`src/rtl/signed_div_16by8_pkg.sv`:
```
// Shared definitions for the 16-by-8 signed sequential divider: default widths,
// FSM state encoding and the quotient pattern reported on a divide by zero.
package signed_div_16by8_pkg;

    localparam int DIVIDEND_W_DEF = 16;
    localparam int DIVISOR_W_DEF  = 8;

    // Quotient returned when the divisor is zero (all ones at the default width).
    localparam logic [DIVIDEND_W_DEF-1:0] DBZ_QUOTIENT_DEF = '1;

    typedef enum logic [1:0] {
        ST_IDLE = 2'd0,
        ST_DIV  = 2'd1,
        ST_FIX  = 2'd2,
        ST_DONE = 2'd3
    } div_state_e;

endpackage

```
`src/rtl/signed_div_16by8_step.sv`:
```
// One restoring-division iteration on unsigned magnitudes: shift the partial
// remainder left, bring in the next dividend bit, trial-subtract the divisor.
module signed_div_16by8_step
    import signed_div_16by8_pkg::*;
#(
    parameter int DIVISOR_W = DIVISOR_W_DEF
) (
    input  logic [DIVISOR_W:0]   rem_i,
    input  logic                 bit_i,
    input  logic [DIVISOR_W-1:0] dvs_i,
    output logic [DIVISOR_W:0]   rem_o,
    output logic                 q_o
);

    logic [DIVISOR_W:0]   shifted;
    logic [DIVISOR_W+1:0] trial;

    // The bit shifted out of the top means the true value exceeds any divisor,
    // so the subtraction must succeed regardless of the local borrow.
    always_comb begin
        shifted = {rem_i[DIVISOR_W-1:0], bit_i};
        trial   = {1'b0, shifted} - {2'b00, dvs_i};
        q_o     = rem_i[DIVISOR_W] | ~trial[DIVISOR_W+1];
        rem_o   = q_o ? trial[DIVISOR_W:0] : shifted;
    end

endmodule

```
`src/rtl/signed_div_16by8.sv`:
```
// Sequential signed divider (sign-magnitude restoring, one quotient bit per
// clock) with a start/busy/done handshake. Results hold until the next job.
module signed_div_16by8
    import signed_div_16by8_pkg::*;
#(
    parameter int DIVIDEND_W = DIVIDEND_W_DEF,
    parameter int DIVISOR_W  = DIVISOR_W_DEF
) (
    input  logic                  clk,
    input  logic                  rst_n,
    input  logic                  start,
    input  logic [DIVIDEND_W-1:0] dividend,
    input  logic [DIVISOR_W-1:0]  divisor,
    output logic                  busy,
    output logic                  done,
    output logic [DIVIDEND_W-1:0] quotient,
    output logic [DIVISOR_W-1:0]  remainder,
    output logic                  div_by_zero,
    output logic                  overflow
);

    localparam int                     CNT_W    = $clog2(DIVIDEND_W);
    localparam logic [CNT_W-1:0]       LAST_CNT = CNT_W'(DIVIDEND_W - 1);
    localparam logic [DIVIDEND_W-1:0]  MOST_NEG = {1'b1, {(DIVIDEND_W-1){1'b0}}};
    localparam logic [DIVISOR_W-1:0]   DVS_ONE  = DIVISOR_W'(1);

    div_state_e state_q, state_d;

    logic [CNT_W-1:0]      cnt_q, cnt_d;
    logic [DIVIDEND_W-1:0] dvd_q, dvd_d;          // dividend magnitude, shifts into quotient magnitude
    logic [DIVISOR_W:0]    rem_q, rem_d;          // partial remainder
    logic [DIVISOR_W-1:0]  dvs_mag_q, dvs_mag_d;
    logic                  sign_a_q, sign_a_d;
    logic                  sign_b_q, sign_b_d;
    logic [DIVIDEND_W-1:0] quotient_q, quotient_d;
    logic [DIVISOR_W-1:0]  remainder_q, remainder_d;
    logic                  dbz_q, dbz_d;
    logic                  ovf_q, ovf_d;
    logic                  busy_q, busy_d;
    logic                  done_q, done_d;

    logic [DIVISOR_W:0]    step_rem;
    logic                  step_q;
    logic                  is_dbz;
    logic                  is_ovf;

    signed_div_16by8_step #(
        .DIVISOR_W (DIVISOR_W)
    ) u_step (
        .rem_i (rem_q),
        .bit_i (dvd_q[DIVIDEND_W-1]),
        .dvs_i (dvs_mag_q),
        .rem_o (step_rem),
        .q_o   (step_q)
    );

    // Special-case detection on the captured magnitudes and signs.
    assign is_dbz = (dvs_mag_q == '0);
    assign is_ovf = sign_a_q & sign_b_q & (dvs_mag_q == DVS_ONE) & (dvd_q == MOST_NEG);

    // FSM state register.
    always_ff @(posedge clk or negedge rst_n) begin
        if (!rst_n) begin
            state_q <= ST_IDLE;
        end else begin
            state_q <= state_d;
        end
    end

    // Next-state and datapath next values; everything holds unless the state acts on it.
    always_comb begin
        state_d     = state_q;
        cnt_d       = cnt_q;
        dvd_d       = dvd_q;
        rem_d       = rem_q;
        dvs_mag_d   = dvs_mag_q;
        sign_a_d    = sign_a_q;
        sign_b_d    = sign_b_q;
        quotient_d  = quotient_q;
        remainder_d = remainder_q;
        dbz_d       = dbz_q;
        ovf_d       = ovf_q;
        busy_d      = busy_q;
        done_d      = 1'b0;

        case (state_q)
            ST_IDLE: begin
                if (start) begin
                    state_d   = ST_DIV;
                    cnt_d     = '0;
                    rem_d     = '0;
                    dvd_d     = dividend[DIVIDEND_W-1] ? -dividend : dividend;
                    dvs_mag_d = divisor[DIVISOR_W-1]   ? -divisor  : divisor;
                    sign_a_d  = dividend[DIVIDEND_W-1];
                    sign_b_d  = divisor[DIVISOR_W-1];
                    dbz_d     = 1'b0;
                    ovf_d     = 1'b0;
                    busy_d    = 1'b1;
                end
            end
            ST_DIV: begin
                // Dividend bits leave at the top while quotient bits enter at the bottom.
                dvd_d = {dvd_q[DIVIDEND_W-2:0], step_q};
                rem_d = step_rem;
                cnt_d = cnt_q + CNT_W'(1);
                if (cnt_q == LAST_CNT) begin
                    state_d = ST_FIX;
                end
            end
            ST_FIX: begin
                state_d = ST_DONE;
                if (is_dbz) begin
                    quotient_d  = '1;
                    remainder_d = '0;
                    dbz_d       = 1'b1;
                end else if (is_ovf) begin
                    quotient_d  = MOST_NEG;
                    remainder_d = '0;
                    ovf_d       = 1'b1;
                end else begin
                    quotient_d  = (sign_a_q ^ sign_b_q) ? -dvd_q : dvd_q;
                    remainder_d = sign_a_q ? -rem_q[DIVISOR_W-1:0] : rem_q[DIVISOR_W-1:0];
                end
            end
            ST_DONE: begin
                // done_q rises on the same edge that drops busy and returns to IDLE.
                state_d = ST_IDLE;
                done_d  = 1'b1;
                busy_d  = 1'b0;
            end
            default: begin
                state_d = ST_IDLE;
            end
        endcase
    end

    // Datapath and output registers; reset clears everything immediately.
    always_ff @(posedge clk or negedge rst_n) begin
        if (!rst_n) begin
            cnt_q       <= '0;
            dvd_q       <= '0;
            rem_q       <= '0;
            dvs_mag_q   <= '0;
            sign_a_q    <= 1'b0;
            sign_b_q    <= 1'b0;
            quotient_q  <= '0;
            remainder_q <= '0;
            dbz_q       <= 1'b0;
            ovf_q       <= 1'b0;
            busy_q      <= 1'b0;
            done_q      <= 1'b0;
        end else begin
            cnt_q       <= cnt_d;
            dvd_q       <= dvd_d;
            rem_q       <= rem_d;
            dvs_mag_q   <= dvs_mag_d;
            sign_a_q    <= sign_a_d;
            sign_b_q    <= sign_b_d;
            quotient_q  <= quotient_d;
            remainder_q <= remainder_d;
            dbz_q       <= dbz_d;
            ovf_q       <= ovf_d;
            busy_q      <= busy_d;
            done_q      <= done_d;
        end
    end

    assign busy        = busy_q;
    assign done        = done_q;
    assign quotient    = quotient_q;
    assign remainder   = remainder_q;
    assign div_by_zero = dbz_q;
    assign overflow    = ovf_q;

endmodule

```
`config.mk`:
```
export PLATFORM = sky130hd
export DESIGN_NAME = signed_div_16by8
export DESIGN_NICKNAME = d
export VERILOG_FILES = /design/src/rtl/signed_div_16by8_pkg.sv /design/src/rtl/signed_div_16by8_step.sv /design/src/rtl/signed_div_16by8.sv
export SDC_FILE = /design/constraint.sdc
export NUM_CORES = 1
export LEC_CHECK = 0
export ABC_AREA = 0
export BUFFER_PORTS_ARGS = -buffer_cell sky130_fd_sc_hd__buf_4
export CORE_ASPECT_RATIO = 1.75
export CORE_MARGIN = 2
export CORE_UTILIZATION = 30
export DETAILED_ROUTE_END_ITERATION = 8
export GPL_ROUTABILITY_DRIVEN = 1
export GPL_TIMING_DRIVEN = 0
export PLACE_DENSITY = 0.48
export SLEW_MARGIN = 20
export SYNTH_ARGS = -nofsm -noshare
export SYNTH_HDL_FRONTEND = slang
export SYNTH_SLANG_ARGS = --single-unit
```
`constraint.sdc`:
```
create_clock -name clk -period 3.33 [get_ports clk]
set_input_delay 0.8325 -clock clk [delete_from_list [all_inputs] [get_ports clk]]
set_output_delay 0.8325 -clock clk [all_outputs]
set_load 0.005 [all_outputs]
```
# Word level (Yosys, flattened, before mapping)
# Index checks and enable logic that the tools add are counted.
[word_totals] ff_bits=69 input_bits=27 output_inout_bits=28
[classes] addsub=6 n_eq_ne=11 n_mux=27 n_bitwise=6 n_reduce_logical=11
[ops] operator="$mux W16" count=5
[ops] operator="$mux W8" count=4
[ops] operator="$neg A16 Y16" count=2
[ops] operator="$pmux W16 S2" count=1
[ops] operator="$mux W9" count=2
[ops] operator="$pmux W9 S2" count=1
[ops] operator="$eq A16 B16 Y1 const B" count=1
[ops] operator="$neg A8 Y8" count=2
[ops] operator="$ne A2 B2 Y1 const B" count=5
[ops] operator="$sub A9 B8 Y10" count=1
[ops] operator="$eq A8 B1 Y1 const B" count=1
[ops] operator="$logic_not A8 Y1" count=1
[ops] operator="$pmux W2 S4" count=1
[ops] operator="$pmux W4 S2" count=1
[ops] operator="$reduce_and A2 Y1" count=4
[ops] operator="$mux W1" count=6
[ops] operator="$pmux W1 S2" count=3
[ops] operator="$reduce_bool A2 Y1" count=3
[ops] operator="$add A4 B1 Y4 const B" count=1
[ops] operator="$eq A2 B2 Y1 const B" count=2
[ops] operator="$eq A4 B4 Y1 const B" count=1
[ops] operator="$mux W2" count=2
[ops] operator="$mux W4" count=1
[ops] operator="$reduce_and A4 Y1" count=1
[ops] operator="other kinds (7)" count=9

# Longest topological paths before layout
[logic_depth] word_depth=6 ltp_mapped=9 ltp_nobuf=9

# Modules after synthesis
# From an unflattened synthesis, not the netlist that was laid out.
[hier_totals] hier_cells=476 area_unflattened_um2=4291.6
[modules_own_cells] mod="signed_div_16by8" instances=1 cells_each=406 area_per_inst_um2=3766.1 seq_area_each_um2=1726.7
[modules_own_cells] mod="signed_div_16by8_step" instances=1 cells_each=70 area_per_inst_um2=525.5 seq_area_each_um2=0.0

# Least setup slack after synthesis
# Ideal clock, no wire load.
[synth_timing] kind="input to register" from="input dividend[8]" to="register dvd_q[14]" setup_ps=135 arrival_time_ps=2268 required_time_ps=3195 slack_ps=927 path_stages=5 cell_sequence="or4_4 or4_4 o31ai_2 xor2_1 o31ai_1"
[synth_between] elab_chain_len=4
[synth_lines] element="start: declaration" line_no="signed_div_16by8.sv:12" text="input logic [DIVIDEND_W-1:0] dividend,"
[synth_lines] element="$neg A16 Y16" line_no="signed_div_16by8.sv:92" text="dvd_d = dividend[DIVIDEND_W-1] ? -dividend : dividend;"
[synth_lines] element="$mux W16" line_no="signed_div_16by8.sv:92"
[synth_lines] element="$mux W16" line_no="signed_div_16by8.sv:88" text="if (start) begin"
[synth_lines] element="$pmux W16 S2" line_no="signed_div_16by8.sv:86" text="case (state_q)"
[synth_lines] element="end signal: assignment" line_no="signed_div_16by8.sv:154" text="dvd_q <= dvd_d;"
[synth_lines] element="end: declaration" line_no="signed_div_16by8.sv:30" text="logic [DIVIDEND_W-1:0] dvd_q, dvd_d;"
# Every way passes these cells. The select of a mux whose other input is x is not followed.
# A chain may end at the register's enable or synchronous reset.

# Final worst setup path
[layout_timing] from="register dvs_mag_q[2]" to="register quotient_q[3] (netlist: quotient[3])"
[layout_between] elab_chain_len=5 word_cells_on_any_way=6
[layout_lines] element="start: declaration" line_no="signed_div_16by8.sv:32" text="logic [DIVISOR_W-1:0] dvs_mag_q, dvs_mag_d;"
[layout_lines] element="start signal: assignment" line_no="signed_div_16by8.sv:156" text="dvs_mag_q <= dvs_mag_d;"
[layout_lines] element="$eq A8 B1 Y1" line_no="signed_div_16by8.sv:59" text="assign is_ovf = sign_a_q & sign_b_q & (dvs_mag_q == DVS_ONE) & (dvd_q == MOST_NEG);"
[layout_lines] element="$and A1 B1 Y1 (2 in series)" line_no="signed_div_16by8.sv:59"
[layout_lines] element="$mux W16" line_no="signed_div_16by8.sv:116" text="end else if (is_ovf) begin"
[layout_lines] element="$mux W16 *" line_no="signed_div_16by8.sv:112" text="if (is_dbz) begin"
[layout_lines] element="end signal: assignment" line_no="signed_div_16by8.sv:159" text="quotient_q <= quotient_d;"
[layout_lines] element="end: declaration" line_no="signed_div_16by8.sv:35" text="logic [DIVIDEND_W-1:0] quotient_q, quotient_d;"
# Mark *: on every way between the ends. The rest lies on a longest branch, timed or not.

==> impl_metrics.py <==
metrics = {
    "placement": {
        "io_buffers": 53,
        "place.gp.congestion": 0.831,
        "dp_hpwl_um": 9780,
        "pre_cts_ws_ps": 610,
        "numPlacedInstances": 716,
        "placed_cell_area_mm2": 0.00496,
    },
    "final_layout": {
        "fin_area_mm2": 0.00534,
        "final_cells": 732,
        "final_util": 0.373,
        "fill_cells": 1444,
        "area_growth_syn_to_layout_pct": 22.9,
        "layout-drive-gt1-share": 0.165,
        "final_cell_mix": "69 x dfrtp_1, 54 x buf_4, 50 x nand2_1",
        "mostFrequentLayoutCell": "dfrtp_1",
        "diodes": 0,
        "final_nets": 593,
    },
    "clocking": {
        "cts_setup_buffers": 0,
        "cts.sinks": 69,
        "clk-insertion-delay-late_ps": 340,
        "htreeDepth": 3,
        "cts_root_buffer": "clkbuf_16",
        "cts.path.max_buffers": 2,
        "cts.repair.resized": 0,
        "tritoncts": "built",
        "hold_buffers": 0,
        "numCtsBuffers": 9,
        "clkSlewWorstSetupHoldPaths_ps": 60,
    },
    "timing": {
        "period_needed_ps": 2680,
        "rsz0062_at_grt": "no",
        "holdWs_ps": 498,
        "tightest_slew_ps": 1030,
        "timing.setup.tns_ps": 0,
        "final.setup_skew_ps": 6.89,
        "fin_ws_ps": 647,
        "timing.final.crit_share": 0.806,
        "fmax_mhz": 373,
        "slew_headroom": 0.307,
        "drv_slew": 0,
        "finalHoldViolCount": 0,
        "setup_viol": 0,
    },
    "detailed_routing": {
        "viasPerCell": 5.27,
        "drt-total-wl_um": 12400,
        "first_pass_iters": 5,
        "drc": 0,
        "vias": 3854,
        "wl_per_cell_um": 17.0,
        "drt_iter0_drc": 176,
        "ant_nets": 0,
    },
    "hold_path": {
        "min_path_cells": 1,
        "hold_class": "register to register",
    },
    "yosys": {
        "synth_cell_types": 61,
        "syn_inst": 483,
        "ys_seq_elements": 69,
        "synth-main-ff-cell": "dfrtp_1",
        "avgSynthCellArea_um2": 8.99,
        "yosys_warnings": 0,
        "synth-seq-area-share": 0.398,
        "synth_edf_count": 0,
        "async_flop_share": 1.00,
        "synth_nets": 529,
        "syn_area_mm2": 0.00434,
    },
    "run_status": {
        "status": "finished clean",
    },
    "global_route": {
        "grt_usage": 0.171,
        "gr-total-overflow": 0,
        "antenna_found_initial": 0,
        "grt_pass1_vias": 3938,
        "grt_max_degree": 70,
        "grt_pass1_wl_um": 20100,
    },
    "power": {
        "total_power_mw": 6.02,
        "p_leak_nw": 2.32,
        "power_per_cell_area_mw_per_mm2": 1130,
        "vdd_drop_max_uv": 308,
    },
    "run": {
        "cap_violations": 0,
    },
    "floorplanning": {
        "fp.dieH_um": 163,
        "dieWidth_um": 94.9,
        "row_count": 58,
        "ios": 55,
        "core_area_mm2": 0.0143,
        "die_area_mm2": 0.0155,
        "start_util": 0.304,
    },
    "worst_setup_path": {
        "required_ps": 3560,
        "crit_fanout": 4,
        "cp.arrival_ps": 2910,
        "start_kind": "register",
        "reg2regPathDepth": 5,
        "crit_type": "register to register",
        "crit_path_end_kind": "register",
    },
}
-- cell type report --
cell class / count / area, um^2 / share of cell area
flip-flops and latches: 69 / 1730 / 0.324
well taps: 180 / 225 / 0.0422
clock buffers: 10 / 239 / 0.0448
repair buffers: 53 / 398 / 0.0746
multi-input cells: 363 / 2410 / 0.452
clock inverters: 6 / 134 / 0.0251
inverters: 25 / 93.8 / 0.0176
plain buffers: 26 / 108 / 0.0202
-- cell usage after synthesis (all sizes together), types with 2 or more instances --
| cell type | n | area share |
|---|---|---|
| nor3 | 9 | 0.010 |
| o21a | 2 | 0.0035 |
| a21o | 3 | 0.0052 |
| nor4b | 2 | 0.0040 |
| a21oi | 22 | 0.025 |
| mux2 | 3 | 0.0078 |
| a31oi | 6 | 0.0086 |
| o2bb2ai | 5 | 0.010 |
| or2 | 4 | 0.0058 |
| a221oi | 3 | 0.0061 |
| o41ai | 5 | 0.010 |
| o31ai | 16 | 0.030 |
| ha | 18 | 0.052 |
| mux2i | 13 | 0.030 |
| clkbuf | 20 | 0.018 |
| or4 | 6 | 0.012 |
| and3 | 3 | 0.0043 |
| nand3 | 5 | 0.0058 |
| nand4 | 4 | 0.0072 |
| o22ai | 6 | 0.0086 |
| or3 | 10 | 0.014 |
| inv | 24 | 0.021 |
| o22a | 4 | 0.0081 |
| nor4 | 5 | 0.012 |
| nor2 | 40 | 0.035 |
| buf | 6 | 0.0072 |
| dfrtp | 69 | 0.40 |
| nor3b | 3 | 0.0052 |
| o21ai | 45 | 0.052 |
| xnor2 | 21 | 0.042 |
| nand2 | 51 | 0.045 |
| nor2b | 3 | 0.0043 |
| nand2b | 8 | 0.012 |
| a32o | 3 | 0.0069 |
| xor2 | 19 | 0.038 |
-- critical path, cell delays in order, from the launching register on --
cell     delay (ps)
dfrtp_1         390
nor4_1          750
nand2_1         180
nor4_1          920
nor2_1          140
o22a_1          190
-- flip-flops by register name (all words and copies together) (netlist names) --
| register | count |
|---|---|
| sign_b_q | 1 |
| sign_a_q | 1 |
| cnt_q | 4 |
| remainder | 8 |
| busy | 1 |
| div_by_zero | 1 |
| dvs_mag_q | 8 |
| done | 1 |
| state_q | 2 |
| rem_q | 9 |
| quotient | 16 |
| overflow | 1 |
| dvd_q | 16 |
-- power by group --
group / switching (mW) / internal [mW] / total (mW) / leakage, nW
logic: 1.81 / 1.38 / 3.18 / 1.31
registers: 0.406 / 1.23 / 1.64 / 0.834
clock network: 0.374 / 0.828 / 1.20 / 0.183
-- path summary, 6_finish.rpt --
kind / startpoint / end / slack, ps
max in group asynchronous: rst_n / quotient[2]$_DFFE_PN0P_ / 2090
setup reg to reg: dvs_mag_q[2]$_DFFE_PN0P_ / quotient[3]$_DFFE_PN0P_ / 650
min in group asynchronous: rst_n / done$_DFF_PN0_ / 620
hold / removal: remainder[2]$_DFFE_PN0P_ / remainder[2]$_DFFE_PN0P_ / 500
hold reg to reg: remainder[2]$_DFFE_PN0P_ / remainder[2]$_DFFE_PN0P_ / 500
setup / recovery: dvs_mag_q[2]$_DFFE_PN0P_ / quotient[3]$_DFFE_PN0P_ / 650
-- routing by layer --
metal | vias to the layer above | part of all wire | track usage | routed length, um
li1 | 1866 | - | - | -
met1 | 1853 | 0.38 | 0.181 | 4680
met2 | 103 | 0.55 | 0.315 | 6850
met3 | 32 | 0.032 | 0.0240 | 401
met4 | 0 | 0.040 | 0.0929 | 495
met5 | - | 0 | 0 | 0
-- kinds of logic after synthesis --
family | count (synthesis) | synth area share
muxes | 16 | 0.0378
AOI/OAI and AO/OA | 132 | 0.199
xor gates and xnor gates | 40 | 0.0807
and+or+nand+nor | 156 | 0.182
buffers and inverters | 51 | 0.0464
adders and majority gates | 19 | 0.0565
DFF | 69 | 0.398
Power figures use the tool's default switching activity.
